<file path="src/rtl/apple2_text_scanner.sv">
`default_nettype none
// +--------------------------------------------------------------------------+
// | apple2_text_scanner: 40x24 Apple II text-mode fetch/glyph/colour pipeline |
// | Revision 1.0                                                             |
// +--------------------------------------------------------------------------+
module apple2_text_scanner #(
   parameter logic [23:0] FG_RGB     = 24'hFFFFFF,
   parameter logic [23:0] BG_RGB     = 24'h30B030,
   parameter logic [23:0] BORDER_RGB = 24'h000000,
   parameter int          V_TOP      = 48,
   parameter int          FLASH_BIT  = 4
) (
   input  logic        i_pix_clk,
   input  logic        i_rst,
   input  logic [15:0] i_sx,
   input  logic [15:0] i_sy,
   input  logic        i_de,
   input  logic        i_hs,
   input  logic        i_vs,
   input  logic        i_page2,
   output logic [15:0] o_vram_addr,
   output logic        o_vram_en,
   input  logic [7:0]  i_vram_data,
   output logic [10:0] o_font_addr,
   input  logic [7:0]  i_font_data,
   output logic [7:0]  o_r,
   output logic [7:0]  o_g,
   output logic [7:0]  o_b,
   output logic        o_de,
   output logic        o_hs,
   output logic        o_vs
);

   localparam logic [15:0] TOP = 16'(V_TOP);
   localparam logic [15:0] BOT = 16'(V_TOP + 384);

   logic        in_area;
   logic [8:0]  ty;
   logic [4:0]  row;
   logic [5:0]  col;
   logic [15:0] base;
   logic [15:0] addr_next;
   logic        inv_next;
   logic        lit;

   logic [15:0] vram_addr_q;
   logic        vram_en_q;
   logic [3:0]  line1, line2;
   logic [2:0]  dot1, dot2, dot3, dot4;
   logic        in2, in3, in4;
   logic [10:0] font_addr_q;
   logic        inv3, inv4;
   logic [23:0] rgb_q;
   logic [4:0]  de_sr, hs_sr, vs_sr;
   logic [7:0]  frame_cnt;
   logic        page_q;
   logic        vs_prev;

   // Interleaved text page: 128 bytes per row-within-group, 40 bytes per group.
   always_comb begin
      in_area   = !i_sx[15] && (i_sx < 16'd640) &&
                  !i_sy[15] && (i_sy >= TOP) && (i_sy < BOT);
      ty        = 9'(i_sy - TOP);
      row       = ty[8:4];
      col       = i_sx[9:4];
      base      = page_q ? 16'h0800 : 16'h0400;
      addr_next = base
                + {6'd0, row[2:0], 7'd0}
                + {9'd0, row[4:3], 5'd0}
                + {11'd0, row[4:3], 3'd0}
                + {10'd0, col};
      inv_next  = (i_vram_data[7:6] == 2'b00) ||
                  ((i_vram_data[7:6] == 2'b01) && frame_cnt[FLASH_BIT]);
      lit       = i_font_data[3'd7 - dot4] ^ inv4;
   end

   always_ff @(posedge i_pix_clk) begin
      if (i_rst) begin
         vram_addr_q <= 16'h0400;
         vram_en_q   <= 1'b0;
         line1       <= '0;
         line2       <= '0;
         dot1        <= '0;
         dot2        <= '0;
         dot3        <= '0;
         dot4        <= '0;
         in2         <= 1'b0;
         in3         <= 1'b0;
         in4         <= 1'b0;
         font_addr_q <= '0;
         inv3        <= 1'b0;
         inv4        <= 1'b0;
         rgb_q       <= '0;
         de_sr       <= '0;
         hs_sr       <= '0;
         vs_sr       <= '0;
         frame_cnt   <= '0;
         page_q      <= 1'b0;
         vs_prev     <= 1'b0;
      end else begin
         vs_prev <= i_vs;
         if (i_vs && !vs_prev) begin
            frame_cnt <= frame_cnt + 8'd1;
            page_q    <= i_page2;
         end

         vram_addr_q <= addr_next;
         vram_en_q   <= in_area;
         line1       <= ty[3:0];
         dot1        <= i_sx[3:1];

         in2   <= vram_en_q;
         line2 <= line1;
         dot2  <= dot1;

         font_addr_q <= {~i_vram_data[5], i_vram_data[5:0], line2};
         inv3        <= inv_next;
         in3         <= in2;
         dot3        <= dot2;

         in4  <= in3;
         inv4 <= inv3;
         dot4 <= dot3;

         if (!de_sr[3])
            rgb_q <= 24'h000000;
         else if (!in4)
            rgb_q <= BORDER_RGB;
         else
            rgb_q <= lit ? FG_RGB : BG_RGB;

         de_sr <= {de_sr[3:0], i_de};
         hs_sr <= {hs_sr[3:0], i_hs};
         vs_sr <= {vs_sr[3:0], i_vs};
      end
   end

   assign o_vram_addr = vram_addr_q;
   assign o_vram_en   = vram_en_q;
   assign o_font_addr = font_addr_q;
   assign o_r         = rgb_q[23:16];
   assign o_g         = rgb_q[15:8];
   assign o_b         = rgb_q[7:0];
   assign o_de        = de_sr[4];
   assign o_hs        = hs_sr[4];
   assign o_vs        = vs_sr[4];

endmodule
`default_nettype wire
</file>
<file path="config.mk">
export PLATFORM = sky130hd
export DESIGN_NAME = apple2_text_scanner
export DESIGN_NICKNAME = d
export VERILOG_FILES = /design/src/rtl/apple2_text_scanner.sv
export SDC_FILE = /design/constraint.sdc
export NUM_CORES = 1
export LEC_CHECK = 0
export ABC_AREA = 1
export CORE_UTILIZATION = 45
export DETAILED_ROUTE_END_ITERATION = 10
export DONT_BUFFER_PORTS = 1
export PLACE_DENSITY = 0.62
export SYNTH_ARGS = -nofsm -noshare
export SYNTH_HDL_FRONTEND = slang
export SYNTH_SLANG_ARGS = --single-unit
</file>
<file path="constraint.sdc">
create_clock -name i_pix_clk -period 4.9 [get_ports i_pix_clk]
set_input_delay 0.735 -clock i_pix_clk [delete_from_list [all_inputs] [get_ports i_pix_clk]]
set_output_delay 0.735 -clock i_pix_clk [all_outputs]
set_load 0.01 [all_outputs]
</file>
==> results.py <==
metrics = {
    "clocking": {
        "ctsLongestPathBuffers": 2,
        "postCtsResizedCells": 0,
        "htreeDepth": 3,
        "hold_buffers": 0,
        "insertion_delay_ps": 340,
        "cts_buffers": 9,
        "numClockSinks": 72,
        "cts_tree": "built",
        "cts_setup_buffers": 0,
        "cts_root_buf": "clkbuf_8",
        "path_clk_slew_ps": 80,
    },
    "floorplanning": {
        "coreArea_um2": 5675,
        "die_area_um2": 6346,
        "start_util": 0.4782,
        "io_pins": 109,
        "fp-row-count": 27,
        "die_x_um": 79.66,
        "dieHeight_um": 79.66,
    },
    "route": {
        "drc": 0,
        "wl_per_cell_um": 9.827,
        "wl_um": 3911,
        "dr_total_vias": 1756,
        "firstDrtPassIters": 4,
        "detail-route-antenna-nets": 0,
        "viasPerCell": 4.412,
        "drtIter0Drc": 50,
    },
    "finish": {
        "area_delta_synth_final_pct": 2.951,
        "nets": 382,
        "drive_above_1_share": 0.05828,
        "finalInstanceArea_um2": 2794,
        "fill_cells": 578,
        "antennaDiodeCount": 0,
    },
    "placement": {
        "dp_hpwl_um": 2648,
        "place_congestion": 0.8535,
        "post-place-ws_ps": 2518,
        "port_buffers": 0,
        "place_area_um2": 2582,
    },
    "power": {
        "total_power_mw": 1.185,
        "power_density_nw_per_um2": 424.1,
        "vdd_ir_drop_max_mv": 0.1971,
        "leakage_nw": 1.324,
    },
    "sta": {
        "max_freq_ghz": 0.4883,
        "setup_tns_ps": 0,
        "setup_viol": 0,
        "worst_slack_ps": 2852,
        "fin_crit_ps": 2048,
        "rsz0062_at_grt": "false",
        "period_share": 0.4179,
        "hold_viol": 0,
        "fin_skew_ps": 10.00,
        "slew_headroom": 0.4134,
        "slew_viol_final": 0,
        "tightest_slew_ps": 882.0,
    },
    "worst_setup_path": {
        "reg2reg_depth": 6,
        "worstPathArrival_ps": 2270,
        "required_ps": 5120,
        "endpoint_kind": "register",
        "critPathMaxFanout": 12,
        "crit_path_start_kind": "input pin",
        "crit_type": "input pin to register",
    },
    "logic_synthesis": {
        "syn_area_um2": 2714,
        "yosysTopAreaCellShare": 0.5311,
        "yosys.area.top_type": "dfxtp_1",
        "synth.distinct_cells": 24,
        "avgSynthCellArea_um2": 7.959,
        "yosysWarnings": 0,
        "synth.area.top_cells": "dfxtp_1, inv_1, nor2_1",
        "synth-seq-cells": 72,
        "ys_seq_area_frac": 0.5311,
        "syn_inst": 341,
    },
    "outcome": {
        "status": "completed",
    },
    "hold_path": {
        "min_path_type": "register to register",
        "holdPathStages": 2,
    },
    "run": {
        "drv_cap": 0,
    },
    "grt": {
        "grt.total_usage": 0.1381,
        "first_global_vias": 1523,
        "grt_pass1_wl_um": 6410,
        "antenna_found_initial": 0,
        "grt_overflow": 0,
        "grt_max_degree": 65,
    },
}
final cells by class:
| class | instances | area (um^2) | share of cell area |
|---|---|---|---|
| sequential | 72 | 1443 | 0.5163 |
| tap | 72 | 90.09 | 0.03224 |
| clock inverter | 6 | 83.83 | 0.03000 |
| multi-input combinational | 159 | 753.2 | 0.2696 |
| clock buffer | 10 | 127.6 | 0.04568 |
| inverter | 79 | 296.5 | 0.1061 |
sequential cells by signal, indices dropped and copies added (netlist names), 4 cells and up:
register,cells
o_vram_addr,12
o_font_addr,11
de_sr,5
frame_cnt,5
hs_sr,5
vs_sr,5
line1,4
line2,4
stage by stage:
| stage | utilization | hold WS (ps) | instances |
|---|---|---|---|
| after floorplan | - | 388.3 | 344 |
| after global placement | 0.4550 | 389.6 | 382 |
| after detailed placement | 0.4550 | 392.7 | 382 |
| after CTS | 0.4923 | 391.7 | 398 |
| after global routing | 0.4923 | 409.9 | 398 |
| final | 0.4923 | 390.3 | 398 |
critical path: stages:
cell     delay, ps
ha_1           180
inv_1          110
nand2_1         60
nand2_1         60
nand2_2        150
ha_1           320
nand2_1         50
inv_1           50
a21oi_1         80
nor2_1         210
nand3_1        120
nand2_1         70
nand3_1         50
cells in the final DEF, fill, tap and decap left out, drive strengths merged, types with 2 or more instances in the layout:
cell and instances:
a21oi 10, o21ai 5, nor2 72, nor3 3, bufinv 2, ha 6, nand3b 2, nand3 14
nand2 33, conb 4, nand4 3, nor4 3, inv 79, clkinv 4, dfxtp 72, clkbuf 10
synthesized netlist by cell type:
master    instances
nor2_4            1
xor2_1            1
buf_2             1
dfxtp_1          72
o21ai_0           5
nor2_1           71
buf_4            26
nor4_1            3
a21oi_1          10
a211oi_1          1
inv_1            79
nand3b_1          1
nand3b_2          1
fa_1              1
ha_1              6
buf_1             6
nor3_1            3
buf_6             1
nand2_2           1
nand3_1          14
conb_1            1
nand2_1          32
or2_1             1
nand4_1           3
logic make-up after synthesis:
logic type | share of synthesized area
AOI/OAI and AO/OA | 0.03043
buffers and inverters | 0.1955
DFF | 0.5311
adders and majority gates | 0.03504
xor gates and xnor gates | 0.003228
other | 0.001382
and+or+nand+nor | 0.2033
report_power, final:
group | switching [mW] | total, mW | leakage [nW] | internal [mW]
Combinational | 0.0371 | 0.0617 | 0.622 | 0.0246
Sequential | 0.0154 | 0.626 | 0.592 | 0.611
Clock | 0.212 | 0.497 | 0.110 | 0.285
Total | 0.265 | 1.18 | 1.32 | 0.920
path summary, 6_finish.rpt:
kind	startpoint	end	slack [ps]
worst min-delay path	dot2[1]	dot3[1]	390
worst max register to register	vs_sr[0]	frame_cnt[3]	3850
worst min register to register	dot2[1]	dot3[1]	390
worst max-delay path	i_sy[4]	o_vram_addr[10]	2850
routing by layer:
layer,GRT usage,wire (um)
met3,0.05943,254
met1,0.1469,1717
met5,0,0
met2,0.2205,1843
met4,0.09273,95
Note: power is estimated with default switching activity, not from simulation.
